===== src/rtl/err_compute.sv =====
// ---------------------------------------------------------------------------
// err_compute
//   Upstream error stage of the line-follower PID. A frame of eight 12-bit IR
//   readings is captured on ir_vld, then walked one sensor per cycle to build
//   a signed, position-weighted sum. The sum is arithmetically scaled down and
//   saturated to an 11-bit signed error.
//
//   Sensor weights, outer-left to outer-right: -8 -4 -2 -1 +1 +2 +4 +8.
//   A positive error means the line lies to the right.
//
// Parameters
//   SHIFT   arithmetic right shift applied to the weighted sum before clamping
//   THRESH  sensor level at or above which a sensor is counted as on the line
//
// Ports
//   clk           system clock; all state changes on its rising edge
//   rst           synchronous, active-high reset
//   ir_vld        one-cycle pulse: ir_data holds a new frame
//   ir_data       sensor i occupies bits [12*i+11:12*i]
//   err_sat       signed saturated error, -1024..+1023 (held between pulses)
//   err_vld       one-cycle pulse: err_sat / line_present were just updated
//   line_present  some sensor of the last frame reached THRESH
//   busy          a frame is in flight (combinational from the FSM state)
//   overrun       sticky: a frame arrived while busy; cleared only by rst
//
// Build option
//   ERR_FILT_EN   when defined, err_sat is a 2-tap average of the previous
//                 output and the new saturated value; latency is unchanged.
// ---------------------------------------------------------------------------
module err_compute #(
    parameter int          SHIFT  = 4,
    parameter logic [11:0] THRESH = 12'd512
) (
    input  logic        clk,
    input  logic        rst,
    input  logic        ir_vld,
    input  logic [95:0] ir_data,
    output logic [10:0] err_sat,
    output logic        err_vld,
    output logic        line_present,
    output logic        busy,
    output logic        overrun
);

    typedef enum logic [1:0] {
        IDLE  = 2'd0,
        ACCUM = 2'd1,
        SAT   = 2'd2
    } state_t;

    state_t              state_reg;
    logic signed [16:0]  acc_reg;
    logic [2:0]          idx_reg;
    logic [11:0]         frame_reg [8];
    logic                line_reg;

    logic [10:0]         err_sat_reg;
    logic                err_vld_reg;
    logic                line_present_reg;
    logic                overrun_reg;

    // Per-sensor views of the incoming word and of the "on line" test.
    logic [11:0]         sensor_in [8];
    logic [7:0]          sensor_hit;

    genvar gi;
    generate
        for (gi = 0; gi < 8; gi++) begin : g_sensor
            assign sensor_in[gi]  = ir_data[12*gi +: 12];
            assign sensor_hit[gi] = (frame_reg[gi] >= THRESH);
        end
    endgenerate

    // -----------------------------------------------------------------------
    // Weighted accumulate: |w| = 2^shamt, sign negative for the left half.
    // Left side idx 0..3 maps to shifts 3..0, right side idx 4..7 to 0..3,
    // so the shift amount is idx[1:0] on the right and its inverse on the left.
    // -----------------------------------------------------------------------
    logic [1:0]          shamt;
    logic signed [16:0]  mag;
    logic signed [16:0]  acc_next;

    always_comb begin
        shamt    = idx_reg[2] ? idx_reg[1:0] : ~idx_reg[1:0];
        mag      = $signed({5'd0, frame_reg[idx_reg]} << shamt);
        acc_next = idx_reg[2] ? (acc_reg + mag) : (acc_reg - mag);
    end

    // -----------------------------------------------------------------------
    // Scale and clamp. >>> on a signed value rounds toward minus infinity.
    // -----------------------------------------------------------------------
    logic signed [16:0]  scaled;
    logic [10:0]         sat_new;
    logic [10:0]         err_next;

    always_comb begin
        scaled = acc_reg >>> SHIFT;
        if (scaled > 17'sd1023) begin
            sat_new = 11'h3FF;
        end else if (scaled < -17'sd1024) begin
            sat_new = 11'h400;
        end else begin
            sat_new = scaled[10:0];
        end
    end

`ifdef ERR_FILT_EN
    // Average with the previously published value; 12 bits hold the sum of
    // two 11-bit signed numbers, and the halving cannot leave 11-bit range.
    logic signed [11:0]  filt_sum;

    always_comb begin
        filt_sum = $signed({err_sat_reg[10], err_sat_reg}) + $signed({sat_new[10], sat_new});
        err_next = 11'(filt_sum >>> 1);
    end
`else
    always_comb begin
        err_next = sat_new;
    end
`endif

    // -----------------------------------------------------------------------
    // Control FSM and all registered outputs.
    // -----------------------------------------------------------------------
    always_ff @(posedge clk) begin
        if (rst) begin
            state_reg        <= IDLE;
            acc_reg          <= '0;
            idx_reg          <= '0;
            line_reg         <= 1'b0;
            err_sat_reg      <= '0;
            err_vld_reg      <= 1'b0;
            line_present_reg <= 1'b0;
            overrun_reg      <= 1'b0;
            for (int i = 0; i < 8; i++) begin
                frame_reg[i] <= '0;
            end
        end else begin
            err_vld_reg <= 1'b0;

            // A frame offered while one is in flight is dropped but remembered.
            if (ir_vld && (state_reg != IDLE)) begin
                overrun_reg <= 1'b1;
            end

            case (state_reg)
                IDLE: begin
                    if (ir_vld) begin
                        for (int i = 0; i < 8; i++) begin
                            frame_reg[i] <= sensor_in[i];
                        end
                        acc_reg   <= '0;
                        idx_reg   <= '0;
                        line_reg  <= 1'b0;
                        state_reg <= ACCUM;
                    end
                end
                ACCUM: begin
                    acc_reg  <= acc_next;
                    line_reg <= line_reg | sensor_hit[idx_reg];
                    idx_reg  <= idx_reg + 3'd1;
                    if (idx_reg == 3'd7) begin
                        state_reg <= SAT;
                    end
                end
                SAT: begin
                    err_sat_reg      <= err_next;
                    line_present_reg <= line_reg;
                    err_vld_reg      <= 1'b1;
                    state_reg        <= IDLE;
                end
                default: begin
                    state_reg <= IDLE;
                end
            endcase
        end
    end

    assign busy         = (state_reg != IDLE);
    assign err_sat      = err_sat_reg;
    assign err_vld      = err_vld_reg;
    assign line_present = line_present_reg;
    assign overrun      = overrun_reg;

endmodule


===== config.mk =====
export PLATFORM = sky130hd
export DESIGN_NAME = err_compute
export DESIGN_NICKNAME = d
export VERILOG_FILES = /design/src/rtl/err_compute.sv
export SDC_FILE = /design/constraint.sdc
export NUM_CORES = 1
export LEC_CHECK = 0
export BUFFER_PORTS_ARGS = -buffer_cell sky130_fd_sc_hd__buf_2
export CAP_MARGIN = 10
export CORE_ASPECT_RATIO = 0.7
export CORE_UTILIZATION = 60
export CTS_CLUSTER_DIAMETER = 30
export DETAILED_ROUTE_END_ITERATION = 16
export PLACE_DENSITY = 0.85
export SYNTH_ARGS = -nofsm -noshare
export SYNTH_HDL_FRONTEND = slang
export SYNTH_SLANG_ARGS = --single-unit

===== constraint.sdc =====
create_clock -name clk -period 6.33 [get_ports clk]
set_input_delay 1.899 -clock clk [delete_from_list [all_inputs] [get_ports clk]]
set_output_delay 1.899 -clock clk [all_outputs]
set_load 0.05 [all_outputs]

# Yosys cells after proc, flatten, opt, wreduce, memory -nomap -nowiden
# Memories as Yosys holds them, arrays and structs flattened. A register that Yosys moved wholly into a read port is not among the register bits.
# Index checks and enable logic that the tools add are counted.
# word_totals
out_inout_bits	15
reg_bits	37
in_bits	99
ram_bits	96
memories	1
# classes
shift	1
muxes	32
n_eq_ne	5
n_lt_le_gt_ge	11
n_addsub	3
bitwise_logic	10
n_reduce_logical	6
# memory_table
name	words	word_bits	rd	rd_ports_with_merged_regs	write_ports	line	text
frame_reg	8	12	9	1	8	54	logic [11:0] frame_reg [8];
# ops
operator	n
12-bit by 10-bit >= comparator with 1-bit output (second input constant)	8
12-bit 2-to-1 mux	8
17-bit 2-to-1 mux	2
17-bit case mux with 2 select lines	1
11-bit 2-to-1 mux	2
17-bit adder	1
12-bit by 2-bit left shift with 17-bit output	1
17-bit subtractor	1
13-bit by 11-bit greater-than comparator with 1-bit output (second input constant)	1
13-bit by 11-bit < comparator with 1-bit output (second input constant)	1
1-bit 2-to-1 mux	9
3-bit 2-to-1 mux	3
1-bit bitwise OR	9
2-bit 2-to-1 mux	3
3-bit case mux with 2 select lines	1
3-bit by 4-bit < comparator with 1-bit output (second input constant)	1
2-bit inequality test (second input constant)	2
2-bit case mux with 2 select lines	1
2-bit AND reduction	2
2-bit nonzero test	2
3-bit by 1-bit adder with 3-bit output (second input constant)	1
1-bit binary-select mux with 3-bit select	1
3-bit == test (second input constant)	1
2-bit by 1-bit == test with 1-bit output (second input constant)	1
other kinds (5)	5

# Depth between registers and ports, before layout
# logic_depth
depth_word	6
mapped_depth	20
mapped_depth_nobuf	18

# Least setup slack after synthesis
# OpenSTA, ideal clock, no wires.
# synth_path
kind	input-to-reg
from	in rst
to	mem frame_reg[0][0] (enable)
path_stages	3
path_slack_ns	1.536
t_arrival_ns	4.337
t_required_ns	5.873
cell_sequence	clkbuf_1 inv_1 nand2_1
# synth_rtl
element	line	text
start: declaration	35	input logic rst,
end: declaration	54	

==> impl_metrics.py <==
metrics = {
    "setup_path": {
        "critical-path-top-delay-family": "compound AO/OA/AOI/OAI gates",
        "cp_max_fo": 17,
        "cp-start-kind": "register",
        "crit_slowest_cell": "dfxtp_2",
        "cp-endpoint": "acc_reg[16]",
        "crit_path_end_kind": "register",
        "r2r_slack_ns": 1.45,
        "cp_num_buf_inv": 0,
        "crit_arrival_ns": 5.19,
        "max_stage_delay_ns": 0.74,
        "crit_required_ns": 6.64,
        "reg2regPathDepth": 15,
        "path_cells": "mux4_2 > mux4_2 > nor3_1 > o22a_1 > nor2_1 > a221oi_1 > ha_1 > o21a_1 > o21ai_0 > a21oi_1 > a31oi_1 > o31ai_1 > xnor2_2 > a21oi_1 > o22ai_1",
        "setup.worst_path.class": "reg2reg",
        "reg2reg_to": "acc_reg[16]",
        "cp.depth": 15,
    },
    "timing": {
        "fin_ws_ns": 1.45,
        "finalCriticalPeriod_ns": 4.88,
        "relSlewSlack_pct": 24.5,
        "finalHoldViolCount": 0,
        "finalSetupTns_ns": 0,
        "fin_worst_skew_ns": 0.00993,
        "rsz0062_at_grt": "no",
        "drv_slew": 0,
        "setup_viol": 0,
        "fin_crit_sh_pct": 77.1,
        "worst_pin_slew_ns": 1.13,
        "max_freq_mhz": 205,
        "whs_ns": 0.450,
    },
    "global_route": {
        "grt_overflow": 0,
        "grt_pass1_vias": 5144,
        "antenna_found_initial": 0,
        "grt_use_total_pct": 28.2,
        "grt_pass1_wl_microns": 26300,
        "grt_max_degree": 74,
    },
    "routing": {
        "ant_nets": 0,
        "viasPerCell": 5.91,
        "firstDrtPassIters": 5,
        "remaining_drc_errors": 0,
        "wl_per_cell_microns": 18.5,
        "drt-total-wl_microns": 16200,
        "drt_iter0_markers": 441,
        "num_vias": 5190,
    },
    "pwr": {
        "pwr-share-clk_pct": 36.0,
        "switching_power_mw": 0.859,
        "combPwrFrac_pct": 24.9,
        "p_sw_share_pct": 30.4,
        "leakage_nw": 3.42,
        "internal_power_mw": 1.96,
        "power_density_nw_per_um2": 333,
        "max-vdd-ir-drop_mv": 0.229,
        "pwr-share-seq_pct": 39.1,
    },
    "synth": {
        "ys.flop_type": "edfxtp_1",
        "synth_area_sq_um": 7160,
        "synth_top_family_by_area": "simple AND/OR/NAND/NOR gates",
        "synth-seq-cells": 136,
        "synthMuxAreaShare_pct": 12.7,
        "ys_seq_area_share_pct": 51.4,
        "synth_adder_area_share_pct": 3.60,
        "syn_area_per_cell_sq_um": 11.9,
        "yosys_warnings": 0,
        "synth_compound_area_share_pct": 10.2,
        "netlist_top_cells_area": "edfxtp_1 (40%), dfxtp_1 (11%), mux4_2 (11%)",
        "synthDistinctLibCells": 54,
        "synth_async_sr_flop_share_pct": 0,
        "synth_nets": 723,
        "synth-edff-count": 96,
        "yosysTopAreaCellShare_pct": 40.3,
        "synthXorXnorAreaFrac_pct": 3.27,
        "syn_inst": 604,
        "synth_top_cell_by_area": "edfxtp_1",
        "yosys.area_share.simple_pct": 15.9,
    },
    "die": {
        "die_width_microns": 133,
        "rows": 32,
        "die-area_sq_um": 12400,
        "initial_core_util_pct": 63.2,
        "ios": 114,
        "fp.coreArea_sq_um": 11300,
        "die_y_microns": 93.4,
    },
    "layout": {
        "largest_reg_flops": 96,
        "drive_gt1_share_pct": 27.6,
        "final_common_cell": "buf_2",
        "fill_cells": 710,
        "final_core_util_pct": 74.8,
        "syn2layout_area_growth_pct": 18.3,
        "nNetsFinal": 831,
        "layout_common_cells": "buf_2 (113), edfxtp_1 (96), and2_1 (76)",
        "n_antenna_cell": 0,
    },
    "place": {
        "finalWeightedCongestion": 0.888,
        "place_hpwl_microns": 11200,
        "port_buffers": 113,
        "dp_worst_setup_slack_ns": 1.44,
    },
    "min_path": {
        "hold_class": "reg2reg",
    },
    "flow_run": {
        "drv_cap": 0,
    },
    "run_status": {
        "status": "finished clean",
    },
    "clocking": {
        "cts_resized": 0,
        "root_buffer": "clkbuf_16",
        "clkTransAtPathRegs_ns": 0.07,
        "cts_tree": "yes",
        "clk_latency_ns": 0.42,
        "ctsHoldBuffers": 0,
        "htree_levels": 4,
        "cts_made_buffers": 17,
        "clock_path_buffers": 2,
        "clock-sinks": 136,
        "post-cts-setup-buffer-count": 0,
    },
}
## cells by family (layout without fill, tap and decap cells)
group           after synthesis  after routing
flops                       136            136
mux                          48             48
buf+inv                      49            170
simple gates                210            210
fa+ha+maj                    20             20
compound gates              116            116
xor+xnor                     25             25
## stage by stage
stage | instances | area, sq um | power, mW
2_1_floorplan | 604 | 7160 | 1.64
4_1_cts | 877 | 8450 | 2.83
6_report | 878 | 8470 | 2.82
3_3_place_gp | 845 | 7840 | 1.78
3_5_place_dp | 845 | 7840 | 1.80
5_1_grt | 878 | 8470 | 2.94
## routing by layer
metal	track usage, %	routed length [microns]
met1	37.2	7160
met2	46.9	7750
met3	5.69	1070
met4	9.96	275
met5	0	0
## how the worst min path moves through the flow
| stage | start | to | slack (ns) | cells after the start |
|---|---|---|---|---|
| floorplan | line_reg | line_reg | 0.46 | 1 |
| global placement | err_sat[9] | err_sat[9] | 0.44 | 2 |
| detailed placement | err_sat[7] | err_sat[7] | 0.45 | 2 |
| CTS | err_sat[7] | err_sat[7] | 0.45 | 2 |
| global route | err_sat[7] | err_sat[7] | 0.47 | 2 |
| finish | err_sat[7] | err_sat[7] | 0.45 | 2 |
## power groups by stage
stage / clock network (mW) / logic (mW) / registers [mW]
finish: 1.02 / 0.704 / 1.10
CTS: 1.03 / 0.691 / 1.10
floorplan: 0 / 0.548 / 1.09
global route: 1.06 / 0.771 / 1.11
global placement: 0 / 0.661 / 1.11
detailed placement: 0 / 0.680 / 1.12
## layout make-up
| cell class | instances | area [sq um] | share of cell area [%] |
|---|---|---|---|
| Multi-Input combinational cell | 419 | 3280 | 38.7 |
| Sequential cell | 136 | 3680 | 43.5 |
| Inverter | 17 | 63.8 | 0.753 |
| Timing Repair Buffer | 121 | 638 | 7.53 |
| Tap cell | 153 | 191 | 2.26 |
| Clock inverter | 15 | 189 | 2.23 |
| Clock buffer | 17 | 425 | 5.02 |
## cell usage after synthesis, types with 17 or more instances
master     n
xnor2_1   18
nand2_1   30
a21oi_1   40
edfxtp_1  96
o21ai_0   26
clkbuf_1  24
nor2_1    43
mux4_2    34
dfxtp_1   40
ha_1      19
nor2b_1   29
and2_1    76
inv_1     17
## tightest hold or removal path: stages (launching register included)
cell,delay (ns)
dfxtp_1,0.31
nand2_1,0.05
a21oi_1,0.05
Power figures use the tool's default switching activity.
